## src/rtl/regfile_pkg.sv

```systemverilog
// Shared register-file constants and controller state encoding.
package regfile_pkg;
  localparam int XLEN = 32;
  localparam int AW   = 5;

  typedef enum logic {
    CLEAR = 1'b0,
    RUN   = 1'b1
  } state_t;
endpackage

```

## src/rtl/regfile_port_ctrl.sv

```systemverilog
// Register-file port controller: clears the dual-port RAM after reset, then serves 1 write or 2 reads per cycle.
// Latency: read data valid 1 cycle after acceptance; writes land at the accepting edge.
// Backpressure: nothing accepted during clear; a write stalls a same-cycle read (rd_ready low).
module regfile_port_ctrl #(
  parameter int XLEN = regfile_pkg::XLEN,
  parameter int AW   = regfile_pkg::AW
) (
  input  logic            clk,
  input  logic            reset_n,
  input  logic            rd_req,
  input  logic [AW-1:0]   rs1_addr,
  input  logic [AW-1:0]   rs2_addr,
  output logic            rd_ready,
  output logic            rd_valid,
  output logic [XLEN-1:0] rs1_data,
  output logic [XLEN-1:0] rs2_data,
  input  logic            wr_en,
  input  logic [AW-1:0]   wr_addr,
  input  logic [XLEN-1:0] wr_data,
  output logic            wr_ready,
  output logic            init_done,
  output logic [AW-1:0]   ram_ada,
  output logic [XLEN-1:0] ram_dina,
  output logic            ram_wrea,
  output logic            ram_cea,
  output logic            ram_ocea,
  output logic            ram_reseta,
  input  logic [XLEN-1:0] ram_douta,
  output logic [AW-1:0]   ram_adb,
  output logic [XLEN-1:0] ram_dinb,
  output logic            ram_wreb,
  output logic            ram_ceb,
  output logic            ram_oceb,
  output logic            ram_resetb,
  input  logic [XLEN-1:0] ram_doutb
);
  import regfile_pkg::state_t;
  import regfile_pkg::CLEAR;
  import regfile_pkg::RUN;

  state_t          state;
  logic [3:0]      cnt;
  logic            clr_vld;
  logic            init_q;
  logic            rd_vld_q;
  logic            rs1_zero_q;
  logic            rs2_zero_q;
  logic [AW-1:0]   ada_q;
  logic [AW-1:0]   adb_q;
  logic [XLEN-1:0] rs1_hold;
  logic [XLEN-1:0] rs2_hold;

  logic run;
  logic wr_mem;
  logic rd_acc;

  assign run    = (state == RUN);
  assign wr_mem = run && wr_en && (wr_addr != '0);
  assign rd_acc = run && rd_req && !wr_en;

  assign rd_ready   = run && !wr_en;
  assign wr_ready   = run;
  assign init_done  = init_q;
  assign rd_valid   = rd_vld_q;
  assign ram_ocea   = 1'b1;
  assign ram_oceb   = 1'b1;
  assign ram_reseta = 1'b0;
  assign ram_resetb = 1'b0;

  // Port A clears the lower 16 entries while port B clears the upper 16.
  always_comb begin
    ram_ada  = ada_q;
    ram_adb  = adb_q;
    ram_dina = '0;
    ram_dinb = '0;
    ram_cea  = 1'b0;
    ram_ceb  = 1'b0;
    ram_wrea = 1'b0;
    ram_wreb = 1'b0;
    if (!run) begin
      if (clr_vld) begin
        ram_ada  = AW'({1'b0, cnt});
        ram_adb  = AW'({1'b1, cnt});
        ram_cea  = 1'b1;
        ram_ceb  = 1'b1;
        ram_wrea = 1'b1;
        ram_wreb = 1'b1;
      end
    end else if (wr_mem) begin
      ram_ada  = wr_addr;
      ram_dina = wr_data;
      ram_cea  = 1'b1;
      ram_wrea = 1'b1;
    end else if (rd_acc) begin
      ram_ada = rs1_addr;
      ram_adb = rs2_addr;
      ram_cea = 1'b1;
      ram_ceb = 1'b1;
    end
  end

  // clr_vld spends one cycle arming so the first RUN cycle follows the 17th edge.
  always_ff @(posedge clk or negedge reset_n) begin
    if (!reset_n) begin
      state   <= CLEAR;
      cnt     <= 4'd0;
      clr_vld <= 1'b0;
      init_q  <= 1'b0;
    end else begin
      case (state)
        CLEAR: begin
          if (!clr_vld) begin
            clr_vld <= 1'b1;
          end else if (cnt == 4'd15) begin
            state   <= RUN;
            clr_vld <= 1'b0;
            init_q  <= 1'b1;
          end else begin
            cnt <= cnt + 4'd1;
          end
        end
        RUN: begin
          state <= RUN;
        end
      endcase
    end
  end

  assign rs1_data = rd_vld_q ? (rs1_zero_q ? '0 : ram_douta) : rs1_hold;
  assign rs2_data = rd_vld_q ? (rs2_zero_q ? '0 : ram_doutb) : rs2_hold;

  always_ff @(posedge clk or negedge reset_n) begin
    if (!reset_n) begin
      rd_vld_q   <= 1'b0;
      rs1_zero_q <= 1'b0;
      rs2_zero_q <= 1'b0;
      rs1_hold   <= '0;
      rs2_hold   <= '0;
      ada_q      <= '0;
      adb_q      <= '0;
    end else begin
      rd_vld_q <= rd_acc;
      ada_q    <= ram_ada;
      adb_q    <= ram_adb;
      if (rd_acc) begin
        rs1_zero_q <= (rs1_addr == '0);
        rs2_zero_q <= (rs2_addr == '0);
      end
      if (rd_vld_q) begin
        rs1_hold <= rs1_data;
        rs2_hold <= rs2_data;
      end
    end
  end
endmodule
```

## config.mk

```make
export PLATFORM = sky130hd
export DESIGN_NAME = regfile_port_ctrl
export DESIGN_NICKNAME = d
export VERILOG_FILES = /design/src/rtl/regfile_pkg.sv /design/src/rtl/regfile_port_ctrl.sv
export SDC_FILE = /design/constraint.sdc
export NUM_CORES = 1
export LEC_CHECK = 0
export CORE_ASPECT_RATIO = 1.25
export CORE_UTILIZATION = 41
export CTS_CLUSTER_SIZE = 24
export DETAILED_ROUTE_END_ITERATION = 12
export GPL_ROUTABILITY_DRIVEN = 0
export HOLD_SLACK_MARGIN = 0.08
export PLACE_DENSITY = 0.95
export SETUP_SLACK_MARGIN = 0.02
export SLEW_MARGIN = 40
export SYNTH_ARGS = -nofsm -noshare
export SYNTH_HDL_FRONTEND = slang
export SYNTH_SLANG_ARGS = --single-unit
```

## constraint.sdc

```tcl
create_clock -name clk -period 3.5 [get_ports clk]
set_input_delay 1.05 -clock clk [delete_from_list [all_inputs] [get_ports clk]]
set_output_delay 1.05 -clock clk [all_outputs]
set_load 0.02 [all_outputs]
```

==> run summary <==
Drt via density - 4.98
Routed wire length - 13.7 mm
CP max stage cell - or4_4
Crit path DAT - 2.39 ns
Antenna violations before repair - 0
Dominant synthesized flop cell - dfrtp_1
Register area share after synthesis - 47.6%
Antenna cells - 0
Commonest cells after routing, fill and taps aside - 173 x clkdlybuf4s50_1, 128 x o21ai_0, 83 x dfrtp_1
Final Hold Fails - 0
Clock sink total - 84
Hold slack final - 0.514 ns
Period Utilization, post-route - 98.4%
Tot Pwr - 3.00 mW
Switching power - 0.911 mW
Wire length per cell - 15.1 um
WP data required - 2.45 ns
1st-pass router iterations - 5
Dpl hpwl - 9.69 mm
Post-route setup TNS - 0 ns
IR drop worst, VDD - 229 uV
Syn-to-layout area delta - 64.1%
Pwr dens - 415 mW/mm^2
Worst-Margin Slew - 0.505 ns
First-pass GRT wire length - 20.9 mm
Max-slew violations - 0
CTS max path bufs - 2
Yosys Warn Count - 0
Worst-skew pair later-pin latency - 0.34 ns
Status - finished clean
Die ar. - 0.0112 mm^2
Core Rows - 42
Drc violations - 0
PortBufs - 228
CTS Hold Bufs - 0
Clock Power Share - 31.7%
Max frequency - 0.290 GHz
Die height - 118 um
Most common cell after layout, fill and taps aside - clkdlybuf4s50_1
Core area - 0.0105 mm^2
Share of post-route cells with drive strength above 1 - 15.7%
Tot GR Track Use - 24.3%
RSZ-0062 raised after global routing - false
Ports - 265
Gate power share - 31.3%
Starting Density - 42.0%
# H-tree levels - 3
Final Critical Period - 3.44 ns
Setup Viol. Count Final - 0
Cell chain of the critical path - buf_2 > or4_4 > a32o_1 > a31oi_1 > buf_4
Post-synthesis cell type count - 37
Number of global-route vias before repair - 4324
Hold Path Class - flop to flop
# nets final - 887
Endpoint type of the worst setup path - output port
Sw Share - 30.3%
Worst setup path category - primary input to output port
Crit start category - primary input
TritonCTS buffer count - 9
Fin Clk Skew - 0.00852 ns
Root Buffer Master - clkbuf_16
Slew HR - 66.4%
Int Pwr - 2.09 mW
Leak pwr - 3.33 nW
Number of flops mapped to enable cells by yosys - 0
Die X-Extent - 94.8 um
Antenna-violating nets left - 0
Yosys reg bits - 84
Critical Path Fanout Max - 3
Fin util - 68.9%
Max Cap Violations - 0
Total number of vias - 4520
Largest net degree at the start of global routing - 70
Iteration-0 DRC Markers - 184
CTS clock-pin slew for the worst setup and hold paths - 0.07 ns
Critical Path Max Stage Delay - 0.54 ns
Post-synthesis cell count - 530
Synthesized cell area - 0.00441 mm^2
Reg power frac - 37.1%
CTS tree - yes
GRT overflow - 0
Post-Syn Area per Cell - 8.33 um^2
Asr flop ratio synth - 100%
-- power groups by stage --
stage | Clock [mW] | Combinational (mW) | Sequential, mW
CTS | 0.972 | 0.933 | 1.11
floorplan | 0 | 0.455 | 1.12
finish | 0.951 | 0.939 | 1.11
global placement | 0 | 0.891 | 1.13
detailed placement | 0 | 0.912 | 1.13
global route | 1.02 | 1.01 | 1.12
-- per-stage QoR --
step / worst slack (ns) / area (um^2) / std cells
after floorplan: 0.197 / 4540 / 564
after global placement: -0.790 / 6810 / 884
after detailed placement: -0.833 / 6810 / 884
after CTS: 0.0339 / 7200 / 906
after global routing: 0.0123 / 7240 / 907
final: 0.0565 / 7240 / 907
-- synth_stat cells, types with 3 or more instances --
cell type,number,area (um^2)
a211oi_1,3,22.5
a21oi_1,4,20.0
a31oi_1,5,31.3
and2_1,36,225
buf_2,8,40.0
buf_4,36,270
clkbuf_1,18,67.6
dfrtp_1,84,2100
inv_1,69,259
mux2i_1,8,80.1
nand2_1,79,297
nand3_1,3,15.0
nand3b_1,5,37.5
nor2_1,8,30.0
o21ai_0,129,646
o22ai_1,5,31.3
-- layout make-up --
type	instances	area, um^2
Sequential cell	84	2100
Clock inverter	5	60.1
Fill cell	747	3270
Inverter	69	259
Multi-Input combinational cell	346	1850
Tap cell	132	165
Clock buffer	10	239
Timing Repair Buffer	261	2570
-- registers in the layout, indices dropped and copies added, names as in the netlist --
register,count
wr_ready,1
adb_q,5
clr_vld,1
init_done,1
rs1_zero_q,1
rd_valid,1
cnt,4
rs2_zero_q,1
rs1_hold,32
ada_q,5
rs2_hold,32
-- layer usage --
layer / vias up / GRT usage, % / part of all wire, % / wire length (um)
met5: - / 0 / 0 / 0
met4: 0 / 13.3 / 4.4 / 605
met3: 45 / 5.30 / 7.3 / 1000
met2: 254 / 45.0 / 54 / 7360
met1: 2089 / 24.4 / 35 / 4730
li1: 2132 / - / - / -
-- critical path: cells and delay by family --
family                 cells  cell delay, ns
buffers and inverters      2            0.34
AND/OR/NAND/NOR            1            0.54
AO/OA/AOI/OAI              2            0.46
-- path summary, 6_finish.rpt --
check	startpoint	to	slack, ns	depth (start not counted)
max in group asynchronous	reset_n	rs1_hold[23]	2.19	2
worst max register to register	wr_ready	cnt[1]	1.78	4
worst min register to register	init_done	init_done	0.51	1
worst min-delay path	init_done	init_done	0.51	1
worst max-delay path	wr_addr[2]	ram_ada[1]	0.06	5
min in group asynchronous	reset_n	rs1_hold[8]	0.67	1
-- cells by family (layout without fill, tap and decap cells) --
family	Yosys count	after routing	share of synthesized area, %
compound gates	154	154	18.7
xor+xnor	1	1	0.199
fa+ha+maj	1	1	0.283
buf+inv	134	345	15.1
flops	84	84	47.6
mux	10	10	2.32
other cells	2	36	0.170
simple gates	144	144	15.7
-- what timing repair did --
action | in CTS | in global routing
cloned | 3 | 0
setup endpoints to repair | 46 | 26
resized for setup | 257 | 14
pin swaps | 6 | 3
buffers inserted | 4 | 1
Note: power is estimated with default switching activity, not from simulation.
